`src/rtl/i2c_pkg.sv`:
```
// i2c_pkg: command encodings, FSM state codes and quarter-phase type for i2c_cmd_master
package i2c_pkg;
   localparam logic [1:0] I2C_START = 2'd0;
   localparam logic [1:0] I2C_STOP  = 2'd1;
   localparam logic [1:0] I2C_WRITE = 2'd2;
   localparam logic [1:0] I2C_READ  = 2'd3;
   localparam logic [2:0] S_IDLE   = 3'd0;
   localparam logic [2:0] S_START  = 3'd1;
   localparam logic [2:0] S_RSTART = 3'd2;
   localparam logic [2:0] S_STOP   = 3'd3;
   localparam logic [2:0] S_BIT_TX = 3'd4;
   localparam logic [2:0] S_BIT_RX = 3'd5;
   localparam logic [2:0] S_ACK_RX = 3'd6;
   localparam logic [2:0] S_ACK_TX = 3'd7;
   typedef enum logic [1:0] {Q0, Q1, Q2, Q3} qphase_t;
endpackage

```
`src/rtl/i2c_quarter_tick.sv`:
```
// i2c_quarter_tick: quarter-SCL-period pulse generator that holds still while frozen
module i2c_quarter_tick #(
   parameter int CLK_DIV = 125
) (
   input  logic clock,
   input  logic reset,
   input  logic clr,
   input  logic freeze,
   output logic q
);
   localparam int W = $clog2(CLK_DIV);
   logic [W-1:0] cnt;
   assign q = !freeze && cnt == W'(CLK_DIV - 1);
   always_ff @(posedge clock)
      if (reset || clr) cnt <= '0;
      else if (!freeze) cnt <= q ? '0 : cnt + 1'b1;
endmodule

```
`src/rtl/i2c_cmd_master.sv`:
```
// i2c_cmd_master: command-driven I2C master with repeated start, clock stretching and timeout
module i2c_cmd_master import i2c_pkg::*; #(
   parameter int CLK_DIV     = 125,
   parameter int STRETCH_MAX = 4096
) (
   input  logic       clock,
   input  logic       reset,
   input  logic       cmd_valid,
   output logic       cmd_ready,
   input  logic [1:0] cmd_op,
   input  logic       cmd_nack,
   input  logic [7:0] wr_data,
   output logic [7:0] rd_data,
   output logic       rd_valid,
   output logic       done,
   output logic       ack_err,
   output logic       seq_err,
   output logic       timeout_err,
   output logic       bus_owned,
   input  logic       scl_in,
   input  logic       sda_in,
   output logic       scl_oe,
   output logic       sda_oe
);
   localparam int SW = $clog2(STRETCH_MAX + 1);
   logic [2:0] st;
   qphase_t ph;
   logic [2:0] bit_cnt;
   logic [7:0] sr;
   logic nack_r, sda_hold, q, scl_drv, sda_drv, freeze, tmo;
   logic [SW-1:0] s_cnt;
   always_comb begin
      scl_drv = ph == Q0 || ph == Q3;
      sda_drv = 1'b0;
      case (st)
         S_IDLE: begin
            scl_drv = bus_owned;
            sda_drv = bus_owned && sda_hold;
         end
         S_START, S_RSTART: begin
            scl_drv = ph == Q3 || (ph == Q0 && st == S_RSTART);
            sda_drv = ph[1];
         end
         S_STOP: begin
            scl_drv = ph == Q0;
            sda_drv = ph != Q3;
         end
         S_BIT_TX: sda_drv = !sr[7];
         S_ACK_TX: sda_drv = !nack_r;
         default: ;
      endcase
   end
   assign scl_oe    = scl_drv;
   assign sda_oe    = sda_drv;
   assign cmd_ready = st == S_IDLE;
   // a released SCL still read low means the slave is stretching
   assign freeze = st != S_IDLE && !scl_drv && !scl_in;
   assign tmo    = freeze && s_cnt == SW'(STRETCH_MAX - 1);
   i2c_quarter_tick #(.CLK_DIV(CLK_DIV)) u_tick (
      .clock (clock),
      .reset (reset),
      .clr   (st == S_IDLE),
      .freeze(freeze),
      .q     (q)
   );
   always_ff @(posedge clock)
      if (reset) s_cnt <= '0;
      else s_cnt <= freeze ? s_cnt + 1'b1 : '0;
   always_ff @(posedge clock) begin
      if (reset) begin
         st          <= S_IDLE;
         ph          <= Q0;
         bit_cnt     <= '0;
         sr          <= '0;
         nack_r      <= 1'b0;
         sda_hold    <= 1'b0;
         rd_data     <= '0;
         rd_valid    <= 1'b0;
         done        <= 1'b0;
         ack_err     <= 1'b0;
         seq_err     <= 1'b0;
         timeout_err <= 1'b0;
         bus_owned   <= 1'b0;
      end else begin
         rd_valid <= 1'b0;
         done     <= 1'b0;
         if (st != S_IDLE) sda_hold <= sda_drv;
         if (st == S_IDLE) begin
            if (cmd_valid) begin
               nack_r  <= cmd_nack;
               sr      <= wr_data;
               ph      <= Q0;
               bit_cnt <= '0;
               if (cmd_op == I2C_START) begin
                  st          <= bus_owned ? S_RSTART : S_START;
                  seq_err     <= 1'b0;
                  timeout_err <= 1'b0;
               end else if (!bus_owned) begin
                  seq_err <= 1'b1;
                  done    <= 1'b1;
               end else st <= cmd_op == I2C_STOP ? S_STOP : cmd_op == I2C_WRITE ? S_BIT_TX : S_BIT_RX;
            end
         end else if (tmo) begin
            st          <= S_IDLE;
            bus_owned   <= 1'b0;
            timeout_err <= 1'b1;
            done        <= 1'b1;
         end else if (q) begin
            ph <= qphase_t'(ph + 2'd1);
            if (ph == Q2 && st == S_BIT_RX) sr <= {sr[6:0], sda_in};
            if (ph == Q2 && st == S_ACK_RX) sr[0] <= sda_in;
            if (ph == Q3) begin
               bit_cnt <= bit_cnt + 3'd1;
               case (st)
                  S_START, S_RSTART: begin
                     st        <= S_IDLE;
                     bus_owned <= 1'b1;
                     done      <= 1'b1;
                  end
                  S_STOP: begin
                     st        <= S_IDLE;
                     bus_owned <= 1'b0;
                     done      <= 1'b1;
                  end
                  S_BIT_TX: begin
                     sr <= {sr[6:0], 1'b0};
                     if (bit_cnt == 3'd7) st <= S_ACK_RX;
                  end
                  S_BIT_RX: if (bit_cnt == 3'd7) st <= S_ACK_TX;
                  S_ACK_RX: begin
                     st      <= S_IDLE;
                     ack_err <= sr[0];
                     done    <= 1'b1;
                  end
                  S_ACK_TX: begin
                     st       <= S_IDLE;
                     rd_data  <= sr;
                     rd_valid <= 1'b1;
                     done     <= 1'b1;
                  end
                  default: st <= S_IDLE;
               endcase
            end
         end
      end
   end
endmodule

```
`config.mk`:
```
export PLATFORM = sky130hd
export DESIGN_NAME = i2c_cmd_master
export DESIGN_NICKNAME = d
export VERILOG_FILES = /design/src/rtl/i2c_pkg.sv /design/src/rtl/i2c_quarter_tick.sv /design/src/rtl/i2c_cmd_master.sv
export SDC_FILE = /design/constraint.sdc
export NUM_CORES = 1
export LEC_CHECK = 0
export CORE_MARGIN = 5
export CORE_UTILIZATION = 38
export DETAILED_ROUTE_END_ITERATION = 6
export PLACE_DENSITY = 0.59
export SLEW_MARGIN = 20
export SYNTH_ARGS = -nofsm -noshare
export SYNTH_HDL_FRONTEND = slang
export SYNTH_SLANG_ARGS = --single-unit
```
`constraint.sdc`:
```
create_clock -name clock -period 2.2 [get_ports clock]
set_input_delay 0.33 -clock clock [delete_from_list [all_inputs] [get_ports clock]]
set_output_delay 0.33 -clock clock [all_outputs]
set_load 0.02 [all_outputs]
```
; ---- Word level (Yosys, flattened, before mapping)
; Cells that the tools add are included.
[totals]
wordCells = 139
regBits = 52
output_inout_bits = 17
[classes]
n_reduce_logical = 41
n_eq_ne = 22
muxes = 52
add_sub_neg = 4
bitwise_logic = 5
[op_table]
columns = cell, count
row1 = $mux W8, 7
row2 = $mux W3, 15
row3 = $mux W1, 20
row4 = $eq A3 B3 Y1 const B, 5
row5 = $add A13 B1 Y13 const B, 1
row6 = $eq A13 B12 Y1 const B, 1
row7 = $reduce_bool A3 Y1, 4
row8 = $mux W2, 5
row9 = $reduce_and A5 Y1, 2
row10 = $reduce_bool A2 Y1, 5
row11 = $reduce_or A5 Y1, 2
row12 = $reduce_and A3 Y1, 3
row13 = $logic_and A1 B1 Y1, 8
row14 = $reduce_and A4 Y1, 2
row15 = $add A7 B1 Y7 const B, 1
row16 = $eq A7 B7 Y1 const B, 1
row17 = $mux W7, 1
row18 = $eq A2 B2 Y1 const B, 3
row19 = $eq A3 B2 Y1 const B, 2
row20 = $ne A2 B2 Y1 const B, 3
row21 = $pmux W3 S2, 1
row22 = $reduce_and A6 Y1, 1
row23 = $logic_not A1 Y1, 5
row24 = $not A1 Y1, 5
row25 = other kinds (16), 21

; ---- Depth between registers and ports, before layout
[logic_depth]
depth_word = 12
ltp_mapped = 9

; ---- Hierarchy
; Synthesis repeated with hierarchy kept, for this count alone.
[hier_totals]
hier_cells = 311
hier_area_um2 = 2692.6
[by_module_without_submodules]
columns = mod, instances, area_per_inst_um2, cells_each, seq_area_each_um2
row1 = i2c_cmd_master, 1, 2297.2, 264, 900.9
row2 = i2c_quarter_tick, 1, 395.4, 47, 140.1

; ---- Worst setup path after synthesis
; OpenSTA, ideal clock, no wires.
[synth_path]
path_type = register -> register
start = register ph[1]
end = register st[1]
setup_ns = 0.121
required_ns = 2.079
path_stages_with_launch = 9
t_arrival_ns = 2.074
path_buffers = 0
setup_slack_ns = 0.005
cell_sequence = dfxtp_1 -> inv_1 -> ha_1 -> mux2i_2 -> a22oi_4 -> a2111o_1 -> a22o_1 -> a31oi_2 -> mux2_2
[synth_via]
elab_chain_cells = 11
word_cells_on_any_way = 19
cone_classes = 3 x eq/ne / 3 x mux / 13 x reduce/logical
[synth_lines]
columns = element, line
row1 = start: declaration, i2c_cmd_master.sv:27  ; qphase_t ph;
row2 = start signal: assignment, i2c_cmd_master.sv:109  ; ph <= qphase_t'(ph + 2'd1);
row3 = $logic_not A2 Y1, "i2c_cmd_master.sv:33, i2c_cmd_master.sv:41, i2c_cmd_master.sv:45"
row4 = $logic_and A1 B1 Y1, i2c_cmd_master.sv:41  ; scl_drv = ph == Q3 || (ph == Q0 && st == S_RSTART);
row5 = $logic_or A1 B1 Y1, i2c_cmd_master.sv:41
row6 = $pmux W1 S3, i2c_cmd_master.sv:35  ; case (st)
row7 = $logic_not A1 Y1, i2c_cmd_master.sv:57  ; assign freeze = st != S_IDLE && !scl_drv && !scl_in;
row8 = $logic_and A1 B1 Y1 (2 in a row), i2c_cmd_master.sv:57
row9 = $logic_not A1 Y1, -
row10 = $logic_and A1 B1 Y1, i2c_quarter_tick.sv:13  ; assign q = !freeze && cnt == W'(CLK_DIV - 1);
row11 = $reduce_bool A3 Y1 (no line), -
row12 = $reduce_and A6 Y1 (no line), -
row13 = end signal: assignment, i2c_cmd_master.sv:95  ; st <= bus_owned ? S_RSTART : S_START;
row14 = end signal: assignment, i2c_cmd_master.sv:101  ; end else st <= cmd_op == I2C_STOP ? S_STOP : cmd_op == I2C_WRITE ? S_BIT_TX : S_BIT_RX;
row15 = end: declaration, i2c_cmd_master.sv:26  ; logic [2:0] st;
; Several ways; a longest one is shown, not always the timed one.
; A chain may end at the register's enable or synchronous reset.

; ---- Worst setup path after layout
[layout_path]
start = register ph[0]
end = register st[1]
; Same word-level chain as after synthesis.

==> results.sh <==
export IMPL_dr_first_iter_drc_count=84
export IMPL_ioPinCount=33
export IMPL_grt_overflow_total=0
export IMPL_start_kind="flip-flop"
export IMPL_slew_viol_final=0
export IMPL_finalWorstPathRequiredPeriod_ps=2210
export IMPL_synth_compound_area_share=0.161
export IMPL_syn_num_nets=341
export IMPL_port_buffers=32
export IMPL_vias_per_cell=5.14
export IMPL_route_detailed_drc=0
export IMPL_path_buf_inv=1
export IMPL_final_cell_mix="49 x nor2_1, 49 x dfxtp_1, 42 x buf_4"
export IMPL_yosys_area_top_type="dfxtp_1"
export IMPL_hold_start="nack_r"
export IMPL_synth_simple_area_share=0.262
export IMPL_r2r_end="st[1]"
export IMPL_tns_ps=-10.1
export IMPL_clock_latency_ps=310
export IMPL_crit_fanout=7
export IMPL_layout_nets=409
export IMPL_ys_ff_latch=52
export IMPL_gp_congestion=0.796
export IMPL_max_freq_mhz=452
export IMPL_die_w_um=94.0
export IMPL_grt_pass1_vias=2411
export IMPL_yosysTopAreaCellShare=0.389
export IMPL_htreeDepth=2
export IMPL_cts_inserted_buffers=5
export IMPL_cts_root_buf="clkbuf_8"
export IMPL_antenna_found_initial=0
export IMPL_synth_mux_area_fraction=0.0546
export IMPL_antenna_left=0
export IMPL_layout_drive_gt1_share=0.221
export IMPL_postSynth_asyncResetShare=0
export IMPL_end_kind="flip-flop"
export IMPL_hold_viol_final=0
export IMPL_synth_seq_area_share=0.389
export IMPL_violations="setup timing"
export IMPL_yosysWarningCount=0
export IMPL_crit_path_top_delay_cell="a2111o_1"
export IMPL_grt_max_degree=25
export IMPL_crit_cells=8
export IMPL_critPathArrivalTime_ps=2410
export IMPL_synth_avg_cell_area_um2=8.45
export IMPL_initial_utilization=0.392
export IMPL_hpwl_um=5020
export IMPL_min_delay_path_depth=2
export IMPL_synthFlopType="dfxtp_1"
export IMPL_wirelength_um=6760
export IMPL_period_share=1.00
export IMPL_synthTopCellsByArea="dfxtp_1 39%, nor2_1 7.0%, mux2i_1 4.1%, xor2_1 3.9%, ha_1 3.7%"
export IMPL_clock_skew_ps=8.82
export IMPL_cts_clk_slew_worst_paths_ps=90
export IMPL_synthDistinctLibCells=58
export IMPL_min_path_type="reg2reg"
export IMPL_rr_startpoint="ph[0]"
export IMPL_worstHoldEndpoint="nack_r"
export IMPL_crit_path_max_incr_delay_ps=380
export IMPL_num_rows=30
export IMPL_maxCapViolCount=0
export IMPL_postLayoutCoreUtil=0.520
export IMPL_r2r_cells=8
export IMPL_coreArea_um2=6830
export IMPL_max_clock_path_buffers=2
export IMPL_die_area_um2=8830
export IMPL_reg2reg_slack_ps=-10
export IMPL_synth_fa_ha_area_frac=0.0374
export IMPL_report_final_setup_viol=1
export IMPL_postCtsHoldBufs=0
export IMPL_cts_tree="yes"
export IMPL_grt_pass1_wl_um=11500
export IMPL_ir_worst_vdd_uv=372
export IMPL_syn_inst=317
export IMPL_critPathTopFamily="compound AO/OA/AOI/OAI gates"
export IMPL_via_count=2471
export IMPL_total_power_mw=2.91
export IMPL_crit_type="reg2reg"
export IMPL_place_ws_ps=-124
export IMPL_path_cells="ha_2 > buf_4 > mux2i_4 > a22oi_4 > a2111o_1 > a22o_1 > a31oi_2 > mux2_2"
export IMPL_outcome="complete, but fails checks"
export IMPL_crit_required_ps=2400
export IMPL_rsz0062_at_grt="true"
export IMPL_synth_xor_area_frac=0.0589
export IMPL_routedWlPerCell_um=14.0
export IMPL_antenna_cells=0
export IMPL_drtPass1Iterations=4
export IMPL_cellPowerDensity_nw_per_um2=819
export IMPL_die_h_um=94.0
export IMPL_grtUsageTotal=0.163
export IMPL_worst_pin_slew_ps=486
export IMPL_syn_to_final_growth_pct=32.6
export IMPL_clock_sinks=52
export IMPL_slew_headroom=0.668
export IMPL_syn_area_um2=2680
export IMPL_leakagePower_nw=1.38
export IMPL_synth_edff_count=0
export IMPL_synth_top_family_by_area="simple AND/OR/NAND/NOR gates"
export IMPL_finalWorstSetupSlack_ps=-10.1
cells by family (layout without fill, tap and decap cells):
kind of cell             after synthesis  in the layout
AND/OR/NAND/NOR                      140            140
AO/OA/AOI/OAI                         61             61
flip-flops                            52             52
buffers and inverters                 24             92
XOR/XNOR                              18             18
multiplexers                          14             14
adder cells (fa/ha/maj)                8              8
worst reg2reg max path: cells and delay by family (launching register included):
kind	cells	cell delay, ps
AOI/OAI and AO/OA	4	900
adders and majority gates	1	180
buffers and inverters	1	170
DFF	1	340
muxes	2	520
sequential cells by signal, indices dropped and copies added, names as in the netlist, 2 cells and up:
register,cells
u_tick.cnt,7
s_cnt,13
sr,8
rd_data,8
bit_cnt,3
ph,2
st,3
cells in the mapped netlist (all sizes together) (2+ instances only):
cell type / n
a21o: 2
o31ai: 4
and2: 4
a22oi: 3
a2111oi: 2
xor2: 12
nand4: 5
or3: 8
nor3b: 2
dfxtp: 52
o21ai: 15
or4: 3
nand2: 25
and4: 4
nor2: 51
nor4: 5
inv: 9
nand3: 15
a31oi: 4
mux2: 2
clkbuf: 10
mux2i: 12
nor3: 5
a21oi: 17
ha: 8
buf: 4
nor2b: 4
a211oi: 2
nand2b: 3
or2: 3
nand4b: 2
xnor2: 6
o311a: 5
layout make-up:
class                   count  area [um^2]
repair buffers             75          647
fillers                   681         3280
well taps                  96          120
multi-input cells         241         1610
inverters                  10         37.5
clock buffers               6         82.6
flip-flops and latches     52         1040
clock inverters             1         8.76
layer usage:
| metal | wire (um) | GRT usage | part of all wire |
|---|---|---|---|
| met1 | 3210 | 0.211 | 0.47 |
| met2 | 3240 | 0.273 | 0.48 |
| met4 | 144 | 0.0554 | 0.021 |
| met5 | 0 | 0 | 0 |
| met3 | 168 | 0.0272 | 0.025 |
power by group:
group          internal [mW]  switching [mW]  total, mW
sequential              1.02          0.0923       1.11
combinational          0.559           0.665       1.22
clock                  0.252           0.321      0.573
total                   1.83            1.08       2.91
worst max path at each step:
stage | from | endpoint
after CTS | ph[0] | st[1]
after floorplan | ph[1] | st[1]
after detailed placement | ph[0] | sda_oe
after global routing | ph[0] | sda_oe
final | ph[0] | st[1]
after global placement | ph[0] | sda_oe
through the flow:
step | cells | hold WS, ps | cell area, um^2
CTS | 481 | 468 | 3500
finish | 481 | 468 | 3550
global route | 481 | 501 | 3550
detailed placement | 473 | 448 | 3380
floorplan | 317 | 426 | 2680
global placement | 473 | 449 | 3380
what timing repair did:
action                                  in CTS  in global routing
gates resized for setup                     16                 18
pin swaps                                    3                  5
endpoints found under the hold margin        0                  0
endpoints found under the setup margin      11                 21
setup buffers                                1                  0
No activity file was read; power rests on OpenSTA's default activity.
